**config.mk**
```make
export PLATFORM = sky130hd
export DESIGN_NAME = rtsnoc_rx_fifo
export DESIGN_NICKNAME = d
export VERILOG_FILES = /design/src/rtl/rtsnoc_rx_fifo.sv
export SDC_FILE = /design/constraint.sdc
export NUM_CORES = 1
export LEC_CHECK = 0
export CAP_MARGIN = 0
export CORE_MARGIN = 3
export CORE_UTILIZATION = 25
export CTS_CLUSTER_DIAMETER = 40
export DETAILED_ROUTE_END_ITERATION = 8
export GPL_TIMING_DRIVEN = 0
export PLACE_DENSITY = 0.51
export SKIP_LAST_GASP = 1
export SLEW_MARGIN = 25
export SYNTH_ARGS = -nofsm -noshare
export SYNTH_HDL_FRONTEND = slang
export SYNTH_SLANG_ARGS = --single-unit
```
**constraint.sdc**
```tcl
create_clock -name clk_i -period 6.9 [get_ports clk_i]
set_input_delay 1.725 -clock clk_i [delete_from_list [all_inputs] [get_ports clk_i]]
set_output_delay 1.725 -clock clk_i [all_outputs]
set_load 0.05 [all_outputs]
```
**src/rtl/rtsnoc_rx_fifo.sv**
```systemverilog
// rtl/rtsnoc_rx_fifo.sv - receive-side flit FIFO between RTSNoC router local port and NoC slave
//
// Purpose:
//   Captures flits from the router local port as soon as space exists, so the
//   router is not stalled while software services the slave. The oldest stored
//   flit is presented to the slave with the router-style nd/rd handshake. Each
//   pop forces cpu_nd_o low for one cycle so every flit produces exactly one
//   rising edge on cpu_nd_o.
//
// Ports:
//   clk_i       sole clock, rising edge
//   rst_n_i     synchronous active-low reset
//   rtr_dout_i  flit from the router local port
//   rtr_nd_i    router has a flit valid on rtr_dout_i
//   rtr_rd_o    one-cycle acknowledge to the router (flit captured)
//   cpu_dout_o  head flit to the slave (0 when empty)
//   cpu_nd_o    head flit valid to the slave
//   cpu_rd_i    pop request from the slave, level signal, edge-detected here
//   level_o     current occupancy, 0..DEPTH
//   full_o      level_o == DEPTH

module rtsnoc_rx_fifo #(
  parameter int DEPTH_LOG2 = 3,
  parameter int BUS_WIDTH  = 38
) (
  input  logic                  clk_i,
  input  logic                  rst_n_i,
  input  logic [BUS_WIDTH-1:0]  rtr_dout_i,
  input  logic                  rtr_nd_i,
  output logic                  rtr_rd_o,
  output logic [BUS_WIDTH-1:0]  cpu_dout_o,
  output logic                  cpu_nd_o,
  input  logic                  cpu_rd_i,
  output logic [DEPTH_LOG2:0]   level_o,
  output logic                  full_o
);

  localparam int DEPTH = 1 << DEPTH_LOG2;
  localparam logic [DEPTH_LOG2:0] LEVEL_FULL = {1'b1, {DEPTH_LOG2{1'b0}}};
  localparam logic [DEPTH_LOG2:0] LEVEL_ZERO = '0;

  typedef enum logic [1:0] {
    ST_IDLE,
    ST_ACK,
    ST_GAP
  } ing_state_t;

  ing_state_t               state_q;
  ing_state_t               state_d;

  logic [BUS_WIDTH-1:0]     mem [DEPTH];
  logic [DEPTH_LOG2-1:0]    wr_ptr_q;
  logic [DEPTH_LOG2-1:0]    rd_ptr_q;
  logic [DEPTH_LOG2:0]      level_q;
  logic [DEPTH_LOG2:0]      level_d;
  logic                     cpu_rd_q;
  logic                     cpu_nd_q;
  logic                     full_q;

  logic                     capture;
  logic                     pop_edge;
  logic                     pop_eff;

  // Slave holds noc_rd as a level; only its rising edge pops.
  assign pop_edge = cpu_rd_i & ~cpu_rd_q;
  assign pop_eff  = pop_edge & (level_q != LEVEL_ZERO);

  // Ingress FSM. Capture uses the pre-pop level, so a pop on the same edge
  // cannot make room for a capture on that edge.
  always_comb begin
    state_d = state_q;
    capture = 1'b0;
    case (state_q)
      ST_IDLE: begin
        if (rtr_nd_i && (level_q != LEVEL_FULL)) begin
          capture = 1'b1;
          state_d = ST_ACK;
        end
      end
      ST_ACK:  state_d = ST_GAP;
      // GAP gives the router one cycle to drop nd or present its next flit.
      ST_GAP:  state_d = ST_IDLE;
      default: state_d = ST_IDLE;
    endcase
  end

  always_comb begin
    level_d = level_q;
    case ({capture, pop_eff})
      2'b10:   level_d = level_q + 1'b1;
      2'b01:   level_d = level_q - 1'b1;
      default: level_d = level_q;
    endcase
  end

  always_ff @(posedge clk_i) begin
    if (!rst_n_i) begin
      state_q  <= ST_IDLE;
      wr_ptr_q <= '0;
      rd_ptr_q <= '0;
      level_q  <= '0;
      cpu_rd_q <= 1'b0;
      cpu_nd_q <= 1'b0;
      full_q   <= 1'b0;
    end else begin
      state_q  <= state_d;
      cpu_rd_q <= cpu_rd_i;
      level_q  <= level_d;
      full_q   <= (level_d == LEVEL_FULL);
      if (capture) begin
        wr_ptr_q <= wr_ptr_q + 1'b1;
      end
      if (pop_eff) begin
        rd_ptr_q <= rd_ptr_q + 1'b1;
      end
      // A pop forces one low cycle so the slave sees a fresh rising edge
      // for the next flit even when the FIFO stays non-empty.
      cpu_nd_q <= ~pop_eff & (level_d != LEVEL_ZERO);
    end
  end

  // Storage is not reset; occupancy tracking makes stale contents invisible.
  always_ff @(posedge clk_i) begin
    if (rst_n_i && capture) begin
      mem[wr_ptr_q] <= rtr_dout_i;
    end
  end

  assign rtr_rd_o   = (state_q == ST_ACK);
  assign cpu_nd_o   = cpu_nd_q;
  assign cpu_dout_o = (level_q != LEVEL_ZERO) ? mem[rd_ptr_q] : '0;
  assign level_o    = level_q;
  assign full_o     = full_q;

endmodule

```
==> metrics.txt <==
initial antenna violation count=3; post-route cell area=16200 um2; Post-synth EDFFs=304; Tcrit/Tclk final=73.0%; Startpoint Class=flip-flop; P_int=4.40 mW; critical path fanouts, max=10; Crit. End Element=output port; CP startpoint=level_o[0]$_SDFF_PN0_; Max VDD drop=0.000233 V; Final min period=5040 ps; Initial Util=25.4%; fill count=4697; DRT antenna net count=0; worst hold path depth=2; Post-Synth Simple-Gate Area=3.50%; CTS Buf Count=47; vias in the first global route=6562; Setup Buffers After CTS=0; WL per Instance=19.4 um; post-synthesis compound-gate area fraction=0.583%; Port Buf Inserts=86; status=complete, no violations; RSZ-0062 raised after global routing=no; R2R cell count=10; syn_nets=624; Sw Share=32.6%; Area Overhead vs Synth=30.0%; CTS tree=built; fin nets=814; clock skew=16.1 ps; io pins=87; Die Y-Extent=229 um; fmax=199 MHz; final cell count without fillers=1467; worst-skew pair later-pin latency=550 ps; mux cell area share after synthesis=17.1%; WL final=28400 um; power density cells=403 nW/um2; maximum root-to-sink buffer count=3; Fin. Hold Viols=0; final setup fails=0; vias=6140; worst slew pin tran=970 ps; clock group share of total power=35.8%; largest family of logic cells by synthesized area=multiplexers; layout cells sized above 1=30.5%; synthesized area=12500 um2; Max-Cap Viols=0; Synthesis Warnings=0; r2r setup slk=3990 ps; Slowest-stage cell, CP=clkdlybuf4s50_1; Crit Path Class=flip-flop to output port; clock-pin slew on the worst setup and hold paths=50 ps; Hold Startpoint=rd_ptr_q[2]$_SDFFE_PN0N_; HPWL after DPL=19400 um; core area=49100 um2; Synth Area in XOR/XNOR=0.492%; PostCTS Resize Cnt=0; Final Max Tran Viols=0; largest net degree at the start of global routing=17; Leak=5.12 nW; utilization after layout=33.0%; Slew HR=35.3%; Pre-Repair DR Iteration Count=5; crit path cell chain=nor4_4 > clkbuf_1 > buf_2 > nor2_1 > clkdlybuf4s50_1; hold_ws=516 ps; Worst Hold Class=flip-flop to flip-flop; Post-DP Area=14600 um2; Worst EP arrival=3310 ps; Final Wtd Congestion=0.653; async set-or-reset flop fraction in the synthesized netlist=0%; GR Overflow Total=0; Synth Instances=577; reg2reg end=full_o$_SDFF_PN0_; Unique masters post-synth=41; Reg power frac=34.2%; CTS H-tree lvls=2; first-pass GRT wire length=43000 um; Synth Flop Type=edfxtp_1; sw power=2.12 mW; hold_buf cts=0; reg2reg start=level_o[0]$_SDFF_PN0_; Inst Count DP=1382; register bit total from synthesis=322; critical path's largest stage delay=720 ps; Req. time, crit path=5180 ps; drt via density=4.19; Avg Inst Size Synth=21.6 um2; die area=52500 um2; pre-CTS WS=2330 ps; sequential area share after synthesis=76.2%; Total GRT Usage=10.9%; drt initial violations=411; Gate power share=30.0%; die span in x=229 um; Synth Area in Adders=0.502%; CTS Sinks=322; Final WS setup=1860 ps; Root Driver=clkbuf_16; # rows=81; Post-route DRC=0
## registers in the layout, summed over array words and instances, names as in the netlist, named ones only
name      flops
cpu_rd_q      1
full_o        1
wr_ptr_q      3
rd_ptr_q      3
cpu_nd_o      1
mem         304
state_q       2
level_o       4
## area by class of cell
cell class              instances  area (um2)  area share [%]
repair buffers                141        1290            7.99
clock inverters                30         337            2.08
inverters                       2        20.0           0.124
multi-input cells             224        2810            17.4
well taps                     664         831            5.13
flip-flops and latches        322        9490            58.6
diodes                          2        5.00          0.0309
plain buffers                  29         178            1.10
clock buffers                  53        1220            7.54
## layout by cell type (no fill, tap or decap), types with 2 or more instances in the layout
cell type        instances
a21oi_1                  2
and2_1                   3
buf_2                   32
buf_4                   24
buf_6                   17
bufinv_16                5
clkbuf_1                12
clkbuf_16               48
clkdlybuf4s50_1         86
clkinv_1                 5
clkinv_2                 4
clkinv_8                 2
clkinvlp_4               6
dfxtp_1                 18
diode_2                  2
edfxtp_1               304
ha_1                     5
inv_6                    5
inv_8                    3
mux2i_1                 41
mux4_2                  76
nand2_1                  5
nand3_1                  2
nor2_1                  50
nor2b_1                  2
nor3_2                   4
nor3b_1                  4
nor3b_2                  2
nor4_2                   3
o21ai_0                  2
xnor2_1                  3
xor2_1                   4
## Yosys cell counts (2+ instances only)
cell type    n  share of area (%)
ha_1         5               0.50
and2_1       3               0.15
nor2_1      51                1.5
clkbuf_1     7               0.21
o21ai_0      2              0.080
buf_2       12               0.48
nor4_1       3               0.15
nor3_1       4               0.16
buf_4        2               0.12
a21oi_1      2              0.080
dfxtp_1     18                2.9
edfxtp_1   304                 73
nand2_1      5               0.15
nand3_1      2              0.080
nor2b_1      2               0.10
nor3b_1      4               0.24
xor2_1       4               0.28
nor3b_2      2               0.20
buf_6        6               0.54
mux2i_1     41                3.3
mux4_2      76                 14
xnor2_1      3               0.21
## layer usage
metal | vias up | wire length [um] | track usage (%)
li1 | 2761 | - | -
met1 | 3191 | 13000 | 15.0
met2 | 141 | 13100 | 17.0
met3 | 45 | 1710 | 2.95
met4 | 2 | 545 | 3.14
met5 | - | 12 | 0
## power by group through the flow
| stage | logic [mW] | registers [mW] | clock network, mW |
|---|---|---|---|
| 6_report | 1.96 | 2.23 | 2.34 |
| 5_1_grt | 2.10 | 2.24 | 2.49 |
| 4_1_cts | 2.01 | 2.23 | 2.40 |
| 3_5_place_dp | 2.00 | 2.27 | 0 |
| 3_3_place_gp | 1.98 | 2.28 | 0 |
| 2_1_floorplan | 1.30 | 2.31 | 0 |
## critical path, delay by kind of cell (launching register included)
family / cells / cell delay, ps
buffers and inverters: 3 / 1770
AND/OR/NAND/NOR: 2 / 570
flip-flops: 1 / 420
## worst max path at each step
stage / cells past startpoint / slack (ps) / end
after detailed placement: 5 / 2330 / cpu_dout_o[22]
after CTS: 5 / 1740 / cpu_dout_o[22]
after floorplan: 3 / 690 / mem[0][0]$_DFFE_PP_
after global placement: 4 / -4390 / mem[0][30]$_DFFE_PP_
after global routing: 5 / 1670 / cpu_dout_o[22]
final: 5 / 1860 / cpu_dout_o[22]
## stage by stage
step	TNS [ps]	power [mW]
after floorplan	0	3.61
after global placement	-769650	4.27
after detailed placement	0	4.28
after CTS	0	6.64
after global routing	0	6.82
final	0	6.53
## kinds of logic after synthesis
logic type	Yosys count
multiplexers	118
buffers and inverters	31
XOR/XNOR	7
flip-flops	322
AND/OR/NAND/NOR	84
AO/OA/AOI/OAI	10
adder cells (fa/ha/maj)	5
Note: power is estimated with default switching activity, not from simulation.
